===== src/rtl/ctrl_pkg.sv =====
// Shared definitions for the controller FSM and its sequencer stage.
package ctrl_pkg;

  // FSM state encoding, shared with the controller FSM.
  typedef enum logic [2:0] {
    S1 = 3'b000,  // ALLOC
    S2 = 3'b001,  // LOAD_AND_INIT
    S3 = 3'b010,  // CONVOLUTION
    S4 = 3'b011,  // LOAD_RESULT
    S5 = 3'b100,  // LOAD_ERROR
    S6 = 3'b101,  // LOAD_OUTPUT
    S7 = 3'b110,  // LOAD_INPUT
    S8 = 3'b111   // PC_INCREMENT
  } ctrl_state_e;

  // Counter width for a modulus of n.
  // A modulus of 1 still needs one bit, so the port is never zero-width.
  function automatic int clog2_min1(input int n);
    return (n <= 1) ? 1 : $clog2(n);
  endfunction

endpackage


===== src/rtl/ctrl_sequencer_counter.sv =====
// Modulo-N counter with synchronous clear, used for the tap, stage and vector indices.
module mod_counter
  import ctrl_pkg::*;
#(
  parameter int N = 4,
  localparam int W = clog2_min1(N)
) (
  input  logic         clk,
  input  logic         rst,
  input  logic         en,
  input  logic         clr,
  input  logic         inc,
  output logic [W-1:0] cnt,
  output logic         at_max
);

  localparam logic [W-1:0] MAX = W'(N - 1);

  // Clear has priority over increment.
  // The counter wraps to zero from N-1, and holds when en is low.
  always_ff @(posedge clk or negedge rst) begin
    if (!rst) begin
      cnt <= '0;
    end else if (en) begin
      if (clr) begin
        cnt <= '0;
      end else if (inc) begin
        cnt <= at_max ? '0 : cnt + W'(1);
      end
    end
  end

  assign at_max = (cnt == MAX);

endmodule


===== src/rtl/ctrl_sequencer.sv =====
// Datapath sequencer downstream of the controller FSM.
// Decodes the FSM state into strobes, owns the tap/stage/vector counters,
// and returns the loop flags to the FSM.
module ctrl_sequencer
  import ctrl_pkg::*;
#(
  parameter int TAPS    = 16,
  parameter int STAGES  = 4,
  parameter int VECTORS = 2,
  localparam int TW = clog2_min1(TAPS),
  localparam int SW = clog2_min1(STAGES),
  localparam int VW = clog2_min1(VECTORS)
) (
  input  logic             clk,
  input  logic             rst,
  input  logic             en,
  input  logic [2:0]       state,
  output logic             vector_pass,
  output logic             last_stage,
  output logic             last_vector,
  output logic [TW-1:0]    tap_idx,
  output logic [VW+TW-1:0] coef_addr,
  output logic [SW-1:0]    stage_idx,
  output logic [VW-1:0]    vector_idx,
  output logic             ram_we,
  output logic             mac_init,
  output logic             mac_en,
  output logic             rf_we_res,
  output logic             rf_we_err,
  output logic             out_valid,
  output logic             in_ready,
  output logic             alloc_inc
);

  localparam int AW = VW + TW;

  ctrl_state_e cur_state;
  logic        tap_last;

  assign cur_state = ctrl_state_e'(state);

  mod_counter #(.N(TAPS)) u_tap (
    .clk    (clk),
    .rst    (rst),
    .en     (en),
    .clr    (cur_state == S2),
    .inc    (cur_state == S3),
    .cnt    (tap_idx),
    .at_max (tap_last)
  );

  mod_counter #(.N(STAGES)) u_stage (
    .clk    (clk),
    .rst    (rst),
    .en     (en),
    .clr    (1'b0),
    .inc    (cur_state == S8),
    .cnt    (stage_idx),
    .at_max (last_stage)
  );

  // The vector index advances only when the stage index wraps.
  // Both counters therefore roll over on the same edge.
  mod_counter #(.N(VECTORS)) u_vector (
    .clk    (clk),
    .rst    (rst),
    .en     (en),
    .clr    (1'b0),
    .inc    ((cur_state == S8) && last_stage),
    .cnt    (vector_idx),
    .at_max (last_vector)
  );

  // vector_pass fires in the same cycle as the last tap, so the MAC sees exactly TAPS accumulates.
  assign vector_pass = rst && (cur_state == S3) && tap_last;

  // The coefficient address is sized to hold VECTORS*TAPS-1 without truncation.
  assign coef_addr = AW'(vector_idx) * AW'(TAPS) + AW'(tap_idx);

  // One-hot strobe decode.
  // Every strobe is held low while en is low or reset is asserted.
  always_comb begin
    ram_we    = 1'b0;
    mac_init  = 1'b0;
    mac_en    = 1'b0;
    rf_we_res = 1'b0;
    rf_we_err = 1'b0;
    out_valid = 1'b0;
    in_ready  = 1'b0;
    alloc_inc = 1'b0;
    if (en && rst) begin
      case (cur_state)
        S2: begin
          ram_we   = 1'b1;
          mac_init = 1'b1;
        end
        S3:      mac_en    = 1'b1;
        S4:      rf_we_res = 1'b1;
        S5:      rf_we_err = 1'b1;
        S6:      out_valid = 1'b1;
        S7:      in_ready  = 1'b1;
        S8:      alloc_inc = 1'b1;
        default: ;
      endcase
    end
  end

endmodule


===== config.mk =====
export PLATFORM = sky130hd
export DESIGN_NAME = ctrl_sequencer
export DESIGN_NICKNAME = d
export VERILOG_FILES = /design/src/rtl/ctrl_pkg.sv /design/src/rtl/ctrl_sequencer_counter.sv /design/src/rtl/ctrl_sequencer.sv
export SDC_FILE = /design/constraint.sdc
export NUM_CORES = 1
export LEC_CHECK = 0
export ABC_AREA = 1
export CORE_AREA = 2 2 39 41
export CTS_BUF_LIST = sky130_fd_sc_hd__clkbuf_8
export CTS_CLUSTER_SIZE = 14
export DETAILED_ROUTE_END_ITERATION = 8
export DIE_AREA = 0 0 41 43
export DONT_BUFFER_PORTS = 1
export PLACE_DENSITY = 0.64
export SLEW_MARGIN = 20
export SYNTH_ARGS = -nofsm -noshare
export SYNTH_HDL_FRONTEND = slang
export SYNTH_SLANG_ARGS = --single-unit

===== constraint.sdc =====
create_clock -name clk -period 1 [get_ports clk]
set_input_delay 0.2 -clock clk [delete_from_list [all_inputs] [get_ports clk]]
set_output_delay 0.2 -clock clk [all_outputs]
set_load 0.01 [all_outputs]

==> run_results.csv <==
group,metric,value,unit
status,status,"finished, violations left",
status,failed_checks,"setup timing",
clocking,clock_latency,0.23,ns
worst_hold_path,min-delay-start,"en",
worst_setup_path,reg2reg_depth,5,
worst_setup_path,crit_end,"vector_pass",
synth,synth_compound_area_frac,0.0940,
die,die_w,41,µm
worst_setup_path,r2r_slack,-0.15,ns
placement,io_buffers,0,
sta,final_max_slew_viol_count,0,
power,leakagePower,0.383,nW
global_routing,grt-ovfl-total,0,
worst_setup_path,slowest_stage,"dfrtp_1",
placement,place_inst,90,
routing,viasPerCell,4.96,
routing,drt_iter0_markers,7,
synth,synth_top_family_by_area,"simple AND/OR/NAND/NOR gates",
flow_run,cap_violations,0,
worst_setup_path,crit_path_max_fanout,2,
cells_and_area,antenna_cells,0,
global_routing,grtUsageTotal,0.186,
sta,period_needed,1.18,ns
cells_and_area,final_cell_count_no_fill,104,
synth,synthTopCellsByCount,"nand2_1, buf_4, dfrtp_1, inv_1, nor2_1",
synth,yosysMostFrequentCell,"nand2_1",
die,num_rows,14,
synth,async_flop_share,1.00,
synth,synth.area.top_cells,"dfrtp_1, buf_4, nand2_1, inv_1, nor2_1",
clocking,h-tree-depth,1,
synth,synth_fp_nets,76,
worst_setup_path,crit-reg2reg-capture,"u_tap.cnt[2]",
worst_hold_path,min_path_type,"input pin to register",
clocking,cts_tree,"yes",
sta,hold_viol_final,0,
sta,setup_slack,-0.184,ns
worst_setup_path,crit_buf_inv,0,
clocking,clock_sinks,7,
synth,avgSynthCellArea,7.64,µm²
synth,synth_top_area_frac,0.337,
die,die_height,43,µm
cells_and_area,syn2layout_area_growth,55.4,%
synth,synth-xor-area-share,0.0337,
synth,yosys.area_share.adder,0.0482,
clocking,numCtsBuffers,3,
worst_setup_path,worstPathRequired,0.80,ns
power,power_density,2310,nW/µm²
global_routing,grt_start_max_net_pins,8,
cells_and_area,nets,97,
cells_and_area,ff_latch_area,176,µm²
worst_setup_path,crit_family,"flip-flops",
global_routing,antenna_found_initial,0,
routing,wl,1310,µm
sta,relSlewSlack,0.748,
power,total_power,1.87,mW
synth,ys.warnings.count,0,
synth,synth_flop_cell,"dfrtp_1",
die,dieArea,1760,µm²
synth,synth.distinct_cells,20,
placement,dp_hpwl,806,µm
cells_and_area,multi_input_area,315,µm²
global_routing,grt_pass1_wl,2140,µm
cells_and_area,final_util,0.583,
clocking,clk_pin_slew_worst_paths,0.04,ns
power,peakVddDrop,1.34,mV
worst_setup_path,cp.depth,3,
global_routing,grt_pass1_vias,512,
synth,synth-edff-count,0,
routing,num_vias,516,
worst_setup_path,crit_chain,"ha_4 > nand3_4 > nor2_4",
die,coreArea,1380,µm²
routing,wire_per_inst,12.6,µm
sta,tightestPinTransition,0.375,ns
synth,synth_seq_cells,7,
cells_and_area,nFillCells,131,
die,initial_core_util,0.375,
synth,synth_mux_area_frac,0,
routing,drcViolationCount,0,
sta,max_freq,0.845,GHz
synth,yosysTopAreaCell,"dfrtp_1",
sta,setup-violations-final,15,
sta,fin_crit_sh,1.18,
synth,syn-instance-count,68,
synth,synth_seq_area_share,0.337,
clocking,cts_buffer_depth,2,
routing,first_pass_iters,5,
synth,yosys.area_share.simple,0.313,
cells_and_area,drive_gt1_frac,0.455,
worst_setup_path,setup.worst_path.start,"u_tap.cnt[1]",
worst_setup_path,path_class,"register to output port",
sta,rsz0062_at_grt,"yes",
worst_setup_path,r2r_start,"u_tap.cnt[0]",
worst_setup_path,cp.arrival,0.98,ns
routing,antenna_left,0,
placement,gp_congestion,0.727,
worst_setup_path,cp-end-kind,"output port",
worst_setup_path,start_kind,"register",
die,io_pins,29,
clocking,cts-root-buf,"clkbuf_8",
synth,synth_area,519,µm²
sta,skew,0.00153,ns
worst_setup_path,critPathMaxStageDelay,0.40,ns
-- stage by stage --
step	hold WS [ns]	setup WS, ns	cell area [µm²]	TNS (ns)
after floorplan	-0.0956	-0.0694	536	-0.213
after global placement	-0.0953	-0.0357	601	-0.0614
after global routing	0.147	-0.226	807	-1.98
final	0.139	-0.184	807	-1.51
after CTS	0.136	-0.187	757	-1.39
after detailed placement	-0.0954	-0.0878	601	-0.157
-- kinds of logic after synthesis --
family | after synthesis
AO/OA/AOI/OAI | 7
XOR/XNOR | 2
adder cells (fa/ha/maj) | 2
buffers and inverters | 17
flip-flops | 7
AND/OR/NAND/NOR | 33
-- state kept, by name, summed over array words and instances, names as in the netlist --
register         cells
u_stage.cnt          2
u_tap.cnt            4
u_vector.at_max      1
-- cell usage in the layout, fill, tap and decap left out, types with 3 or more instances in the layout --
master | synthesis | final
clkbuf_8 | 0 | 3
nand3_1 | 4 | 3
buf_4 | 7 | 12
nor3_1 | 3 | 3
dfrtp_1 | 7 | 6
inv_1 | 7 | 8
nand2_1 | 13 | 12
inv_2 | 3 | 3
o21ai_1 | 3 | 3
nor2_1 | 7 | 5
buf_6 | 0 | 10
-- where the power goes --
group	internal (mW)	switching (mW)	total, mW
logic	0.517	0.383	0.900
clock network	0.266	0.129	0.395
registers	0.393	0.179	0.572
total	1.18	0.692	1.87
-- final cells by class --
class                      instances  share of cell area
clock inverter                     1             0.00465
clock buffer                       3              0.0512
timing repair buffer              23               0.264
multi-input combinational         44               0.391
inverter                          10              0.0465
sequential                         7               0.219
tap                               16              0.0248
-- routing by layer --
| layer | track usage | vias up | routed length [µm] |
|---|---|---|---|
| met1 | 0.193 | 240 | 484 |
| met3 | 0.0314 | 4 | 63 |
| li1 | - | 254 | - |
| met4 | 0.120 | 0 | 37 |
| met5 | 0 | - | 0 |
| met2 | 0.316 | 18 | 727 |
-- repair_timing --
| action | in CTS | in global routing |
|---|---|---|
| gates resized for setup | 9 | 9 |
| hold endpoints to repair | 7 | 0 |
| endpoints found under the setup margin | 11 | 18 |
| hold buffers | 1 | 0 |
| pin swaps | 5 | 3 |
| buffers inserted | 8 | 1 |
-- how the worst min path moves through the flow --
stage | end | slack, ns | cells after the start
finish | u_tap.cnt[1] | 0.14 | 2
global route | u_tap.cnt[1] | 0.15 | 2
CTS | u_tap.cnt[1] | 0.14 | 2
detailed placement | u_vector.at_max | -0.1 | 0
global placement | u_vector.at_max | -0.1 | 0
floorplan | u_stage.cnt[0] | -0.1 | 0
(Power assumes the default switching activity.)
